[src/rtl/serial_subtractor_pkg.sv]
// Shared types and sizing for the bit-serial subtractor: FSM encoding,
// default score width and counter sizing.
package serial_subtractor_pkg;

    typedef enum logic [1:0] {
        ST_IDLE  = 2'd0,
        ST_SHIFT = 2'd1,
        ST_DONE  = 2'd2
    } sub_state_e;

    localparam int SCORE_WIDTH = 20;

    function automatic int cnt_width(input int w);
        return $clog2(w);
    endfunction

endpackage

[src/rtl/serial_subtractor_full_subtractor.sv]
// Single-bit full subtractor cell: d = a - b - bin, with borrow out.
module full_subtractor (
    input  logic a,
    input  logic b,
    input  logic bin,
    output logic d,
    output logic bout
);

    assign d    = a ^ b ^ bin;
    assign bout = (~a & b) | (~(a ^ b) & bin);

endmodule

[src/rtl/serial_subtractor.sv]
// Bit-serial subtractor, LSB first, one full-subtractor cell plus a registered borrow.
// Optional macro SERIAL_SUB_SAT_FLOOR_EN floors diff at zero when the result borrows.
module serial_subtractor
    import serial_subtractor_pkg::*;
#(
    parameter int WIDTH = SCORE_WIDTH
) (
    input  logic             clk,
    input  logic             reset,
    input  logic             start,
    input  logic [WIDTH-1:0] A,
    input  logic [WIDTH-1:0] B,
    output logic             busy,
    output logic             done,
    output logic [WIDTH-1:0] diff,
    output logic             borrow
);

    localparam int CNT_W = cnt_width(WIDTH);
    localparam logic [CNT_W-1:0] CNT_LAST = CNT_W'(WIDTH - 1);

    sub_state_e       state_q, state_d;
    logic [WIDTH-1:0] a_q, a_d;
    logic [WIDTH-1:0] b_q, b_d;
    // Holds the WIDTH-1 low result bits; the last bit comes straight from the cell.
    logic [WIDTH-2:0] res_q, res_d;
    logic [CNT_W-1:0] cnt_q, cnt_d;
    logic             br_q, br_d;
    logic             busy_q, busy_d;
    logic             done_q, done_d;
    logic [WIDTH-1:0] diff_q, diff_d;
    logic             borrow_q, borrow_d;

    logic             fs_d;
    logic             fs_bout;
    logic [WIDTH-1:0] res_full;

    full_subtractor u_fs (
        .a    (a_q[0]),
        .b    (b_q[0]),
        .bin  (br_q),
        .d    (fs_d),
        .bout (fs_bout)
    );

    assign res_full = {fs_d, res_q};

    // Next-state, datapath shift and output load logic
    always_comb begin
        state_d  = state_q;
        a_d      = a_q;
        b_d      = b_q;
        res_d    = res_q;
        cnt_d    = cnt_q;
        br_d     = br_q;
        diff_d   = diff_q;
        borrow_d = borrow_q;
        case (state_q)
            ST_IDLE: begin
                if (start) begin
                    state_d = ST_SHIFT;
                    a_d     = A;
                    b_d     = B;
                    res_d   = {(WIDTH-1){1'b0}};
                    cnt_d   = {CNT_W{1'b0}};
                    br_d    = 1'b0;
                end else begin
                    state_d = ST_IDLE;
                end
            end
            ST_SHIFT: begin
                a_d   = {1'b0, a_q[WIDTH-1:1]};
                b_d   = {1'b0, b_q[WIDTH-1:1]};
                res_d = res_full[WIDTH-1:1];
                br_d  = fs_bout;
                cnt_d = cnt_q + {{(CNT_W-1){1'b0}}, 1'b1};
                if (cnt_q == CNT_LAST) begin
                    state_d  = ST_DONE;
                    borrow_d = fs_bout;
`ifdef SERIAL_SUB_SAT_FLOOR_EN
                    if (fs_bout) begin
                        diff_d = {WIDTH{1'b0}};
                    end else begin
                        diff_d = res_full;
                    end
`else
                    diff_d = res_full;
`endif
                end else begin
                    state_d = ST_SHIFT;
                end
            end
            ST_DONE: begin
                state_d = ST_IDLE;
            end
            default: begin
                state_d = ST_IDLE;
            end
        endcase
        busy_d = (state_d != ST_IDLE);
        done_d = (state_d == ST_DONE);
    end

    // State and datapath registers with synchronous reset
    always_ff @(posedge clk) begin
        if (reset) begin
            state_q  <= ST_IDLE;
            a_q      <= {WIDTH{1'b0}};
            b_q      <= {WIDTH{1'b0}};
            res_q    <= {(WIDTH-1){1'b0}};
            cnt_q    <= {CNT_W{1'b0}};
            br_q     <= 1'b0;
            busy_q   <= 1'b0;
            done_q   <= 1'b0;
            diff_q   <= {WIDTH{1'b0}};
            borrow_q <= 1'b0;
        end else begin
            state_q  <= state_d;
            a_q      <= a_d;
            b_q      <= b_d;
            res_q    <= res_d;
            cnt_q    <= cnt_d;
            br_q     <= br_d;
            busy_q   <= busy_d;
            done_q   <= done_d;
            diff_q   <= diff_d;
            borrow_q <= borrow_d;
        end
    end

    assign busy   = busy_q;
    assign done   = done_q;
    assign diff   = diff_q;
    assign borrow = borrow_q;

endmodule

[config.mk]
export PLATFORM = sky130hd
export DESIGN_NAME = serial_subtractor
export DESIGN_NICKNAME = d
export VERILOG_FILES = /design/src/rtl/serial_subtractor_pkg.sv /design/src/rtl/serial_subtractor_full_subtractor.sv /design/src/rtl/serial_subtractor.sv
export SDC_FILE = /design/constraint.sdc
export NUM_CORES = 1
export LEC_CHECK = 0
export ABC_CLOCK_PERIOD_IN_PS = 1400
export CAP_MARGIN = 10
export CORE_UTILIZATION = 45
export DETAILED_ROUTE_END_ITERATION = 12
export PLACE_DENSITY = 0.8
export SYNTH_ARGS = -nofsm -noshare
export SYNTH_HDL_FRONTEND = slang
export SYNTH_SLANG_ARGS = --single-unit
[constraint.sdc]
create_clock -name clk -period 1.4 [get_ports clk]
set_clock_uncertainty 0.15 [all_clocks]
set_input_delay 0.21 -clock clk [delete_from_list [all_inputs] [get_ports clk]]
set_output_delay 0.21 -clock clk [all_outputs]
set_load 0.02 [all_outputs]
==> metrics.yaml <==
core_sq_um: 8220
critPathRequiredTime_ps: 1510
synth_compound_area_share_pct: 24.8
multi_input_area_sq_um: 1890
power_frac_comb_pct: 14.2
timing.fmax_ghz: 0.707
reg2reg_from: "state_q[0]$_SDFF_PP0_"
holdBufCountCts: 0
viasPerCell: 5.56
crit_slowest_cell: "dfxtp_4"
final_common_cell: "nor2_1"
antenna_found_initial: 0
final_nets: 539
netlist_instances: 417
power-per-cell-area_nw_per_um2: 1070
place.gp.congestion: 0.774
htreeDepth: 3
first_global_vias: 3034
p_sw_mw: 1.35
area_growth_pct: 32.4
ys_seq_elements: 90
finalCritPeriodShare_pct: 101
hold_violations: 0
grt_start_max_net_pins: 36
ys_async_sr_fraction_pct: 0
critPathArrivalTime_ps: 1520
die_w_um: 94.3
synth_cell_types: 38
cts_num_sinks: 90
slew_viol_final: 0
clk_latency_ps: 360
track_usage_pct: 20.4
netlist_area_sq_um: 3830
num_rows: 33
power.total_mw: 5.44
placed_cells: 577
avgRoutedWirePerCell_um: 15.4
clockBufferDepth: 2
synth-edff-count: 0
crit_chain: "buf_12 -> o21ba_4 -> clkbuf_16 -> nor2_1 -> a211oi_1"
mostFrequentLayoutCells: "94 x nor2_1, 85 x dfxtp_1, 40 x clkdlybuf4s50_1"
portBuffers: 65
die_y_um: 94.3
initial_utilization_pct: 46.7
hpwl_mm: 5.68
whs_ps: 38.5
drt_first_pass_iters: 4
num_vias: 3356
io_pins: 66
layout-drive-gt1-share_pct: 21.4
pwr-share-clk_pct: 35.5
seq_power_share_pct: 50.3
num-fill-cells: 674
startpoint_type: "register"
status: "complete, but fails checks"
synth.avg_cell_area_sq_um: 9.20
cts_tree: "done"
drv_cap: 0
hp-class: "primary input to register"
yosys.area_share.simple_pct: 19.7
drtIter0Drc: 125
final.min_clock_period_ps: 1420
synthFlopType: "dfxtp_1"
ys.warnings.count: 0
utilization_pct: 61.8
synthAdderAreaFrac_pct: 0.848
drc: 0
cp_slowest_stage_delay_ps: 380
tightest_slew_ps: 364
synth_top_family_by_area: "compound AO/OA/AOI/OAI gates"
synthXorXnorAreaFrac_pct: 0
p_int_mw: 4.09
seqCellArea_sq_um: 1810
cts_root_buffer: "clkbuf_8"
r2r_slack_ps: -20
ir_drop_v: 0.000546
placedInstanceArea_sq_um: 4700
cts-buffers-inserted: 9
switching_share_pct: 24.8
wl_mm: 9.28
instances_no_fill: 604
rsz0062_at_grt: "yes"
violations: "negative setup slack"
crit_start: "state_q[0]$_SDFF_PP0_"
r2r_cells: 5
setup_violations: 5
end_kind: "register"
drtAntennaViolNets: 0
critical_path_class: "register to register"
slew-limit-headroom_pct: 75.7
layout_setup_ws_ps: -15.1
die_area_sq_um: 8900
overflow: 0
grt_pass1_wl_mm: 14.2
synthMuxAreaShare_pct: 0.555
whs_path_depth: 2
reg2reg_to: "a_q[17]$_SDFFE_PP0P_"
fin_area_sq_um: 5080
yosysSeqAreaShare_pct: 47.0
holdPathEnd: "cnt_q[2]$_SDFFE_PP0P_"
synth_fp_nets: 462
n_antenna_cell: 0
hp-start: "reset"
clk_pin_slew_ps: 80
leakage_nw: 1.91
path_max_fanout: 9
==> per-stage QoR <==
step	TNS, ps	worst slack (ps)
6_report	-25.8	-15.1
5_1_grt	-1440	-117
4_1_cts	0	0.0743
3_5_place_dp	-21890	-448
3_3_place_gp	-17090	-326
2_1_floorplan	0	13.1
==> kinds of logic after synthesis <==
kind of cell    after synthesis
simple gates                149
compound gates              127
flops                        90
buf+inv                      47
mux                           2
fa+ha+maj                     2
==> synth_stat cells, types with 2 or more instances <==
cell | number | area [sq um]
nor2_1 | 94 | 353
nand4b_1 | 20 | 175
a21oi_1 | 2 | 10.0
nand2b_1 | 22 | 138
clkbuf_1 | 16 | 60.1
o2bb2ai_1 | 31 | 272
dfxtp_1 | 90 | 1800
a22oi_1 | 22 | 165
nor3b_1 | 2 | 15.0
buf_2 | 11 | 55.1
buf_4 | 8 | 60.1
a211oi_1 | 38 | 285
nand3_1 | 2 | 10.0
o22ai_1 | 7 | 43.8
inv_1 | 3 | 11.3
buf_6 | 7 | 78.8
nor2b_1 | 3 | 18.8
o21ai_0 | 19 | 95.1
==> power by group through the flow <==
stage	combinational [mW]	sequential, mW	clock (mW)
6_report	0.773	2.74	1.93
5_1_grt	0.836	2.75	2.08
4_1_cts	0.700	2.74	1.96
3_5_place_dp	0.688	2.79	0
3_3_place_gp	0.665	2.79	0
2_1_floorplan	0.425	2.78	0
==> flip-flops by register name, indices dropped and copies added (netlist names), 2 cells and up <==
register	flops
cnt_q	5
res_q	19
diff	20
a_q	20
b_q	20
state_q	2
==> worst max-delay path: cells and delay by family (launching register included) <==
family	cells	cell delay, ps
compound gates	2	440
buf+inv	2	310
flops	1	380
simple gates	1	50
==> worst max path at each step <==
stage                                       to  slack, ps  cells after the start
after floorplan           diff[0]$_SDFFE_PP0P_         10                      5
after global placement    b_q[18]$_SDFFE_PP0P_       -330                      5
after detailed placement  b_q[10]$_SDFFE_PP0P_       -450                      5
after CTS                  borrow$_SDFFE_PP0P_       0.07                      5
after global routing      a_q[17]$_SDFFE_PP0P_       -120                      5
final                     a_q[17]$_SDFFE_PP0P_        -20                      5
==> final cells by class <==
| type | instances | area share (%) |
|---|---|---|
| Multi-Input combinational cell | 283 | 37.2 |
| Timing Repair Buffer | 106 | 20.0 |
| Clock inverter | 6 | 1.77 |
| Sequential cell | 90 | 35.6 |
| Inverter | 4 | 0.345 |
| Clock buffer | 10 | 2.51 |
| Tap cell | 105 | 2.59 |
==> repair_timing <==
| item | 4_1_cts | 5_1_grt |
|---|---|---|
| setup buffers | 2 | 3 |
| resized for setup | 53 | 58 |
| endpoints found under the setup margin | 98 | 98 |
| pin swaps | 0 | 18 |
| gates cloned | 2 | 4 |
==> per-layer routing <==
metal  up-vias  share of wire [%]  wire length, um  global-route usage (%)
li1       1664                  -                -                       -
met1      1600                 45             4160                    25.7
met2        86                 50             4630                    33.6
met3         6                4.6              425                    5.74
met4         0               0.61               57                    6.03
met5         -                  0                0                       0
Power figures use the tool's default switching activity.
